--- src/rtl/wb_burst_master.sv ---
// Wishbone burst master: issues incrementing write bursts of a seeded data pattern,
// or read bursts that check the returned data against that pattern.
module wb_burst_master #(
  parameter int unsigned APP_AW = 26,
  parameter int unsigned BW     = 4,
  parameter int unsigned TMO    = 1024
) (
  input  logic              wb_clk_i,
  input  logic              wb_rst_i,
  input  logic              cmd_valid,
  output logic              cmd_ready,
  input  logic              cmd_write,
  input  logic [APP_AW-1:0] cmd_addr,
  input  logic [7:0]        cmd_len,
  input  logic [31:0]       cmd_seed,
  output logic              wb_cyc_o,
  output logic              wb_stb_o,
  output logic              wb_we_o,
  output logic [APP_AW-1:0] wb_addr_o,
  output logic [31:0]       wb_dat_o,
  output logic [BW-1:0]     wb_sel_o,
  output logic [2:0]        wb_cti_o,
  input  logic              wb_ack_i,
  input  logic [31:0]       wb_dat_i,
  output logic              busy,
  output logic              done,
  output logic              timeout,
  output logic [15:0]       err_cnt
);

  localparam int unsigned TW = $clog2(TMO + 1);

  localparam logic [1:0] StIdle  = 2'd0;
  localparam logic [1:0] StWrite = 2'd1;
  localparam logic [1:0] StRead  = 2'd2;
  localparam logic [1:0] StDone  = 2'd3;

  logic [1:0]        state_q, state_d;
  logic [APP_AW-1:0] addr_q, addr_d;
  logic [7:0]        beat_q, beat_d;
  logic [7:0]        len_q, len_d;
  logic [31:0]       seed_q, seed_d;
  logic [TW-1:0]     timer_q, timer_d;
  logic [15:0]       err_q, err_d;
  logic              tmo_q, tmo_d;

  logic        in_burst;
  logic        last_beat;
  logic [31:0] exp_data;

  assign in_burst  = (state_q == StWrite) || (state_q == StRead);
  assign last_beat = (beat_q == len_q);
  assign exp_data  = seed_q + {24'd0, beat_q};

  always_comb begin
    state_d = state_q;
    addr_d  = addr_q;
    beat_d  = beat_q;
    len_d   = len_q;
    seed_d  = seed_q;
    timer_d = timer_q;
    err_d   = err_q;
    tmo_d   = tmo_q;
    unique case (state_q)
      StIdle: begin
        if (cmd_valid) begin
          seed_d  = cmd_seed;
          len_d   = cmd_len;
          addr_d  = cmd_addr & ~APP_AW'(3);
          beat_d  = 8'd0;
          timer_d = '0;
          err_d   = 16'd0;
          tmo_d   = 1'b0;
          state_d = cmd_write ? StWrite : StRead;
        end
      end
      StWrite, StRead: begin
        if (wb_ack_i) begin
          timer_d = '0;
          if ((state_q == StRead) && (wb_dat_i != exp_data) && (err_q != 16'hFFFF)) begin
            err_d = err_q + 16'd1;
          end
          if (last_beat) begin
            state_d = StDone;
          end else begin
            beat_d = beat_q + 8'd1;
            addr_d = addr_q + APP_AW'(4);
          end
        end else begin
          timer_d = timer_q + TW'(1);
          // TMO consecutive ack-less cycles abort the burst, keeping progress and errors
          if (timer_q == TW'(TMO - 1)) begin
            tmo_d   = 1'b1;
            state_d = StDone;
          end
        end
      end
      StDone: state_d = StIdle;
    endcase
  end

  always_ff @(posedge wb_clk_i or posedge wb_rst_i) begin
    if (wb_rst_i) begin
      state_q <= StIdle;
      addr_q  <= '0;
      beat_q  <= 8'd0;
      len_q   <= 8'd0;
      seed_q  <= 32'd0;
      timer_q <= '0;
      err_q   <= 16'd0;
      tmo_q   <= 1'b0;
    end else begin
      state_q <= state_d;
      addr_q  <= addr_d;
      beat_q  <= beat_d;
      len_q   <= len_d;
      seed_q  <= seed_d;
      timer_q <= timer_d;
      err_q   <= err_d;
      tmo_q   <= tmo_d;
    end
  end

  // Bus outputs are decoded from state so reset drops the cycle without a clock edge
  assign cmd_ready = (state_q == StIdle);
  assign wb_cyc_o  = in_burst;
  assign wb_stb_o  = in_burst;
  assign wb_we_o   = (state_q == StWrite);
  assign wb_addr_o = in_burst ? addr_q : '0;
  assign wb_dat_o  = (state_q == StWrite) ? exp_data : 32'd0;
  assign wb_sel_o  = in_burst ? {BW{1'b1}} : '0;
  assign wb_cti_o  = in_burst ? (last_beat ? 3'b111 : 3'b010) : 3'b000;
  assign busy      = (state_q != StIdle);
  assign done      = (state_q == StDone);
  assign timeout   = tmo_q;
  assign err_cnt   = err_q;

endmodule

--- config.mk ---
export PLATFORM = sky130hd
export DESIGN_NAME = wb_burst_master
export DESIGN_NICKNAME = d
export VERILOG_FILES = /design/src/rtl/wb_burst_master.sv
export SDC_FILE = /design/constraint.sdc
export NUM_CORES = 1
export LEC_CHECK = 0
export CAP_MARGIN = 10
export CORE_UTILIZATION = 41
export DETAILED_ROUTE_END_ITERATION = 8
export PLACE_DENSITY = 0.71
export RECOVER_POWER = 100
export SETUP_SLACK_MARGIN = 0.02
export SLEW_MARGIN = 25
export SYNTH_ARGS = -nofsm -noshare
export SYNTH_HDL_FRONTEND = slang
export SYNTH_SLANG_ARGS = --single-unit
--- constraint.sdc ---
create_clock -name wb_clk_i -period 3.1 [get_ports wb_clk_i]
set_input_delay 0.62 -clock wb_clk_i [delete_from_list [all_inputs] [get_ports wb_clk_i]]
set_output_delay 0.62 -clock wb_clk_i [all_outputs]
set_load 0.02 [all_outputs]
Word level (Yosys, flattened, before mapping)
Index checks and enable logic that the tools add are counted.
Storage, ports and cells
  register bits after elaboration: 104
  word-level logic and storage cells: 71
  output and inout port bits: 88
  input port bits: 103
Cells by class
  mux-type cells: 30
  $add $sub $neg: 5
  reductions and logical operators: 13
  equal/unequal tests: 15
Operators by type and width (number)
  26-bit two-way mux: 4
  26-bit case mux with 2 select lines: 1
  16-bit two-way mux: 3
  32-bit by 8-bit adder with 32-bit output: 1
  32-bit two-way mux: 1
  32-bit != test: 1
  16-bit case mux with 2 select lines: 1
  26-bit by 3-bit adder with 26-bit output, second input constant: 1
  8-bit two-way mux: 3
  11-bit two-way mux: 2
  11-bit case mux with 2 select lines: 1
  16-bit by 1-bit adder with 16-bit output, second input constant: 1
  16-bit != test, second input constant: 1
  8-bit case mux with 2 select lines: 1
  2-bit != test, second input constant: 6
  4-bit AND reduction: 3
  11-bit by 1-bit adder with 11-bit output, second input constant: 1
  11-bit by 10-bit equality test with 1-bit output, second input constant: 1
  2-bit two-way mux: 5
  8-bit by 1-bit adder with 8-bit output, second input constant: 1
  8-bit equality test: 1
  3-bit two-way mux: 2
  3-bit != test, second input constant: 2
  2-bit case mux with 3 select lines: 1
  12 further kinds: 18

Logic depth before layout (Yosys ltp)
Gate-level depths: netlist of the first run.
  depth in word-level cells: 7
  depth in mapped cells: 14
  mapped depth without buffers: 13

Worst setup path after synthesis of the first run
OpenSTA, ideal clock, no wires.
  path kind: register -> register
  start: register beat_q[0]
  end: register err_q[2] (netlist: err_cnt[2])
  data required time: 2.974 ns
  cell stages (with the launch flop): 14
  setup time: 0.126 ns
  period minus slack after synthesis: 3.417 ns
  path buffers: 0
  arrival time: 3.291 ns
  slack: -0.317 ns
  path through: dfrtp_1 -> ha_1 -> inv_1 -> fa_1 -> nor2b_1 -> o21ai_2 -> a211o_1 -> xor2_1 -> o32ai_1 -> or4_4 -> nor4_4 -> nand2_2 -> a41oi_1 -> nor3_2
Between the ends
  longest elaborated chain between the ends: 6
RTL lines
  from (decl): line 40  | logic [7:0] beat_q, beat_d;
  from (signal assigned): line 115  | beat_q <= beat_d;
  32-bit by 8-bit adder with 32-bit output: line 53  | assign exp_data = seed_q + {24'd0, beat_q};
  32-bit != test: line 80  | if ((state_q == StRead) && (wb_dat_i != exp_data) && (err_q != 16'hFFFF)) begin
  1-bit logical AND (2 in a row): line 80
  2-bit != test (no source line)
  4-bit AND reduction (no source line)
  to (signal assigned): line 119  | err_q <= err_d;
  to (decl): line 44  | logic [15:0] err_q, err_d;
Every way passes these cells.
A chain may end at the register's enable or synchronous reset.

Final worst setup path of the first run
  start: register beat_q[2]
  end: register err_q[6] (netlist: err_cnt[6])
Same word-level chain as after synthesis.

==> results.json, run 1 <==
{
  "start_kind": "flip-flop",
  "syn_to_final_growth_pct": 54.1,
  "nFillCells": 1503,
  "p_per_area_nw_per_um2": 961,
  "slew_viol_final": 0,
  "grt_pass1_vias": 7783,
  "synth_flop_cell": "dfrtp_1",
  "fin_skew_ns": 0.0152,
  "setup_viol_count_final": 39,
  "ys_async_sr_fraction_pct": 100,
  "dr.pass1.iters": 6,
  "yosys.area_share.xor_xnor_pct": 9.43,
  "muxShareOfSynthArea_pct": 7.10,
  "hold_viol": 0,
  "grt_pass1_wl_um": 41400,
  "dp_cells": 1413,
  "tritoncts": "done",
  "antenna_cells": 0,
  "ys_types": 88,
  "maxCapViolCount": 0,
  "slew-limit-headroom_pct": 7.66,
  "cp.arrival_ns": 3.67,
  "drtIter0Drc": 604,
  "antenna_left": 0,
  "wl_per_cell_um": 18.4,
  "vias_per_cell": 5.67,
  "synth.avg_cell_area_um2": 8.57,
  "synth_top_family_by_area": "simple AND/OR/NAND/NOR gates",
  "finalWirelength_um": 26900,
  "rows": 50,
  "synth_edf_count": 0,
  "max_freq_mhz": 296,
  "switching_power_mw": 5.38,
  "critical_path_class": "reg2reg",
  "hp-class": "reg2reg",
  "drc": 0,
  "synth_compound_area_share_pct": 18.0,
  "cts_root_buf": "clkbuf_16",
  "cpPeakStageDelay_ns": 0.45,
  "synth_seq_cells": 102,
  "dp.final_hpwl_um": 19400,
  "holdBufCountCts": 0,
  "internal_power_mw": 6.15,
  "die-area_um2": 19600,
  "cp_data_required_time_ns": 3.38,
  "finalPower_mw": 11.5,
  "synthSimpleGateAreaFrac_pct": 25.0,
  "coreArea_um2": 18600,
  "ys_seq_area_share_pct": 32.8,
  "nNetsFinal": 1342,
  "grt_start_max_net_pins": 99,
  "vias": 8279,
  "status": "finished with violations",
  "die_x_um": 140,
  "comb_power_share_pct": 69.0,
  "syn-cell-area_um2": 7790,
  "synthCells": 909,
  "clock-sinks": 102,
  "utilization_pct": 64.4,
  "clk_pin_slew_ns": 0.07,
  "worst-path-max-fanout": 5,
  "worstSkewPairLatency_ns": 0.36,
  "ir_drop_uv": 808,
  "clkPwrFrac_pct": 9.9,
  "clockBufferDepth": 2,
  "fin_crit_ns": 3.38,
  "overflow": 0,
  "layout_setup_ws_ns": -0.282,
  "rsz0062_at_grt": "true",
  "p_leak_nw": 5.01,
  "violations": "negative setup slack",
  "yosys_warnings": 0,
  "start_util_pct": 41.8,
  "seqPwrFrac_pct": 21.1,
  "cts_max_level": 3,
  "period_share_pct": 109,
  "portBuffers": 186,
  "critPathSlowestCell": "or4_4",
  "synth_adder_area_share_pct": 2.83,
  "antenna_found_initial": 0,
  "path_cells": "ha_4, or2_1, o21a_4, o211ai_1, mux2i_2, nand4_1, or4_4, nor4_4, buf_6, buf_12, nand2_8, and2_4, o211ai_2",
  "dieHeight_um": 140,
  "gp_congestion": 0.973,
  "ios": 191,
  "worstMarginPinSlew_ns": 1.39,
  "fin_cells": 1460,
  "switching_share_pct": 46.6,
  "numCtsBuffers": 9,
  "track_usage_pct": 26.9,
  "critPathCaptureType": "flip-flop",
  "drive_above_1_share_pct": 30.4
}
-- critical path: cells and delay by family, from the launching register on --
family	cells	cell delay, ns
AND/OR/NAND/NOR	6	1.36
AO/OA/AOI/OAI	3	0.71
flip-flops	1	0.42
multiplexers	1	0.34
buffers and inverters	2	0.27
adder cells (fa/ha/maj)	1	0.20
-- per-layer routing --
metal / global-route usage [%] / vias to the layer above / part of all wire (%)
li1: - / 3909 / -
met1: 34.4 / 4038 / 43
met2: 45.9 / 284 / 49
met3: 4.54 / 48 / 5.7
met4: 8.91 / 0 / 2.7
met5: 0 / - / 0
-- power by group through the flow --
stage | Combinational (mW) | Clock (mW) | Sequential (mW)
2_1_floorplan | 4.49 | 0 | 2.21
3_3_place_gp | 7.21 | 0 | 2.38
3_5_place_dp | 7.30 | 0 | 2.40
4_1_cts | 7.57 | 1.15 | 2.41
5_1_grt | 8.54 | 1.20 | 2.50
6_report | 7.96 | 1.14 | 2.43
-- flip-flops by register name (all words and copies together), names as in the netlist --
register / flops
beat_q: 8
state_q: 2
err_cnt: 16
seed_q: 32
timer_q: 11
len_q: 8
addr_q: 24
timeout: 1
-- cell usage after synthesis (10+ instances only) --
cell | n | area share, %
dfrtp_1 | 102 | 33
nor2_1 | 88 | 4.2
nand2_1 | 86 | 4.1
a21oi_1 | 60 | 3.9
mux2_2 | 41 | 5.9
o21ai_0 | 40 | 2.6
xor2_1 | 37 | 4.2
nand3_1 | 34 | 2.2
xnor2_1 | 34 | 3.8
clkbuf_1 | 33 | 1.6
and2_1 | 27 | 2.2
nand4_1 | 26 | 2.1
inv_1 | 19 | 0.92
ha_1 | 16 | 2.6
o211ai_1 | 16 | 1.5
nor3_1 | 15 | 0.96
o22ai_1 | 14 | 1.1
and3_1 | 13 | 1.0
or3_1 | 13 | 1.0
buf_2 | 11 | 0.71
buf_4 | 11 | 1.1
nor2b_1 | 10 | 0.80
-- cell type report --
type | instances | area [µm²] | area share (%)
clock buffer | 11 | 253 | 2.11
timing repair buffer | 358 | 3210 | 26.8
tap | 234 | 293 | 2.44
inverter | 22 | 85.1 | 0.709
sequential | 102 | 2550 | 21.3
clock inverter | 4 | 30.0 | 0.250
multi-input combinational | 729 | 5580 | 46.5
-- worst paths after layout --
kind	from	end	slack, ns	depth (start not counted)
worst min-delay path	addr_q[25]	addr_q[25]	0.51	1
max in group asynchronous	wb_rst_i	err_cnt[0]	0.62	3
worst max-delay path	beat_q[2]	err_cnt[6]	-0.28	13
worst min register to register	addr_q[25]	addr_q[25]	0.51	1
worst max register to register	beat_q[2]	err_cnt[6]	-0.28	13
min in group asynchronous	wb_rst_i	addr_q[24]	0.79	2
-- per-stage QoR --
stage	setup WS [ns]	cell area [µm²]	setup TNS (ns)	hold WS, ns
after floorplan	-0.200	7820	-2.73	0.443
after CTS	-0.246	11500	-4.52	0.510
final	-0.282	12000	-5.90	0.506
after detailed placement	-0.459	10800	-10.74	0.500
after global routing	-0.441	12000	-11.10	0.544
after global placement	-0.417	10800	-9.21	0.464
-- what timing repair did --
action | in CTS | in global routing
gates resized for setup | 188 | 91
cloned | 1 | 2
buffers inserted | 20 | 12
setup endpoints to repair | 45 | 49
pin swaps | 33 | 33
-- cells in the final DEF, fill, tap and decap left out, types with 10 or more instances in the layout --
cell type        instances
nor3_1                  11
clkbuf_16               10
inv_1                   16
o22ai_1                 13
clkdlybuf4s50_1        138
buf_6                   18
dfrtp_1                102
xor2_1                  31
and3_1                  13
and2_1                  26
or3_1                   12
dlygate4sd3_1           17
nor2_1                  79
buf_4                  165
nand4_1                 26
o21ai_0                 34
xnor2_1                 25
o211ai_1                16
nand2_1                 83
mux2_2                  41
a21oi_1                 54
nand3_1                 31
o21ai_1                 10
-- cell families after synthesis --
| group | Yosys count |
|---|---|
| AOI/OAI and AO/OA | 212 |
| xor gates and xnor gates | 76 |
| adders and majority gates | 17 |
| buffers and inverters | 81 |
| DFF | 102 |
| muxes | 50 |
| other | 1 |
| and+or+nand+nor | 370 |
No activity file was read; power rests on OpenSTA's default activity.
==> run 2, diff against run 1 <==
PLACE_DENSITY = 0.68   (was 0.71)
clock period = 4.2 ns   (was 3.1 ns; I/O delays follow)
==> results.json, run 2 (same netlist as run 1, synthesis figures left out) <==
{
  "status": "finished with violations",
  "violations": "max-capacitance violations, max-slew violations",
  "setup_viol_count_final": 0,
  "rr_worst_depth": 13,
  "ir_drop_uv": 384,
  "drive_above_1_share_pct": 9.99,
  "period_share_pct": 96.0,
  "critical_path_class": "reg2out",
  "cp_data_required_time_ns": 3.36,
  "drtIter0Drc": 510,
  "grt_start_max_net_pins": 99,
  "start_kind": "flip-flop",
  "worstMarginPinSlew_ns": 2.31,
  "holdBufCountCts": 0,
  "clock-sinks": 102,
  "r2r_slack_ns": 0.24,
  "vias": 7460,
  "track_usage_pct": 24.8,
  "max_freq_mhz": 248,
  "drc": 0,
  "gp_congestion": 0.949,
  "r2r-start": "beat_q[0]",
  "hold_end": "addr_q[25]",
  "maxCapViolCount": 1,
  "dp.final_hpwl_um": 17900,
  "overflow": 0,
  "dieHeight_um": 140,
  "utilization_pct": 54.4,
  "regMostFlops": "seed_q",
  "holdCritStartpoint": "addr_q[25]",
  "worst-path-max-fanout": 11,
  "place_area_um2": 9820,
  "syn_to_final_growth_pct": 30.3,
  "cp.arrival_ns": 3.19,
  "die_x_um": 140,
  "finalWirelength_um": 23800,
  "finalSetupTns_ns": 0,
  "p_leak_nw": 4.18,
  "grt_pass1_vias": 7101,
  "fin_area_um2": 10100,
  "nNetsFinal": 1186,
  "start_util_pct": 41.8,
  "antenna_found_initial": 0,
  "ios": 191,
  "coreArea_um2": 18600,
  "tritoncts": "done",
  "largest_reg_flops": 32,
  "final_common_cell": "clkdlybuf4s50_1",
  "dp_cells": 1288,
  "vias_per_cell": 5.72,
  "p_per_area_nw_per_um2": 727,
  "cts_max_level": 3,
  "final_cell_mix": "107 x clkdlybuf4s50_1, 101 x dfrtp_1, 88 x nor2_1",
  "hold_depth": 1,
  "hp-class": "reg2reg",
  "die-area_um2": 19600,
  "fin_skew_ns": 0.0129,
  "fin_cells": 1305,
  "slew_viol_final": 56,
  "wl_per_cell_um": 18.3,
  "hold_slack_ns": 0.495,
  "numCtsBuffers": 9,
  "portBuffers": 186,
  "hold_viol": 0,
  "rows": 50,
  "rsz0062_at_grt": "false",
  "clk_pin_slew_ns": 0.08,
  "fin_crit_ns": 4.03,
  "antenna_cells": 0,
  "antenna_left": 0,
  "clockBufferDepth": 2,
  "cts_root_buf": "clkbuf_16",
  "critPathCaptureType": "output port",
  "grt_pass1_wl_um": 38300,
  "dr.pass1.iters": 5,
  "slew-limit-headroom_pct": -54.4,
  "r2r_end": "err_cnt[5]",
  "worstSkewPairLatency_ns": 0.37
}
[run 2: critical path, stage by stage (launching register included)]
cell and delay, ns:
dfrtp_1 0.45, ha_1 0.38, o211ai_1 0.26, nor3_1 0.08, buf_4 0.21, or2_2 0.35, xnor2_1 0.16, buf_4 0.17
nor2_1 0.12, clkdlybuf4s50_1 0.65
[run 2: final cells by class]
class	count	area (µm²)
Timing Repair Buffer	204	1980
Tap cell	234	293
Sequential cell	102	2550
Clock buffer	9	225
Multi-Input combinational cell	727	4880
Clock inverter	7	126
Inverter	22	82.6
Fill cell	1764	8500
[run 2: power breakdown]
| group | internal [mW] | leakage (nW) | switching [mW] |
|---|---|---|---|
| Combinational | 1.90 | 2.77 | 2.58 |
| Sequential | 1.35 | 1.24 | 0.533 |
| Clock | 0.592 | 0.169 | 0.418 |
[run 2: metrics by stage]
step / power [mW] / setup WS [ns]
detailed placement: 6.55 / 0.201
floorplan: 4.93 / 0.685
global placement: 6.50 / 0.230
global route: 7.92 / 0.0255
finish: 7.38 / 0.168
CTS: 7.59 / 0.0327
[run 2: repair_timing]
| action | 4_1_cts | 5_1_grt |
|---|---|---|
| hold endpoints to repair | 0 | 0 |
| pin swaps | 0 | 0 |
| endpoints found under the setup margin | 4 | 7 |
| gates resized for setup | 4 | 9 |
| setup buffers | 0 | 1 |
[run 2: per-layer routing]
metal  global-route usage [%]  up-vias  wire [µm]
met5                        0        -          0
met4                     8.39        0        621
met3                     4.23       37       1290
met2                     39.4      243      11100
met1                     33.9     3576      10800
li1                         -     3604          -
[run 2: how the worst max path moves through the flow]
stage,start,end,cells past startpoint
floorplan,wb_rst_i,addr_q[10],1
global route,beat_q[0],err_cnt[3],13
CTS,beat_q[0],wb_dat_o[28],9
global placement,beat_q[0],err_cnt[2],13
finish,beat_q[2],wb_dat_o[9],9
detailed placement,beat_q[0],err_cnt[2],13
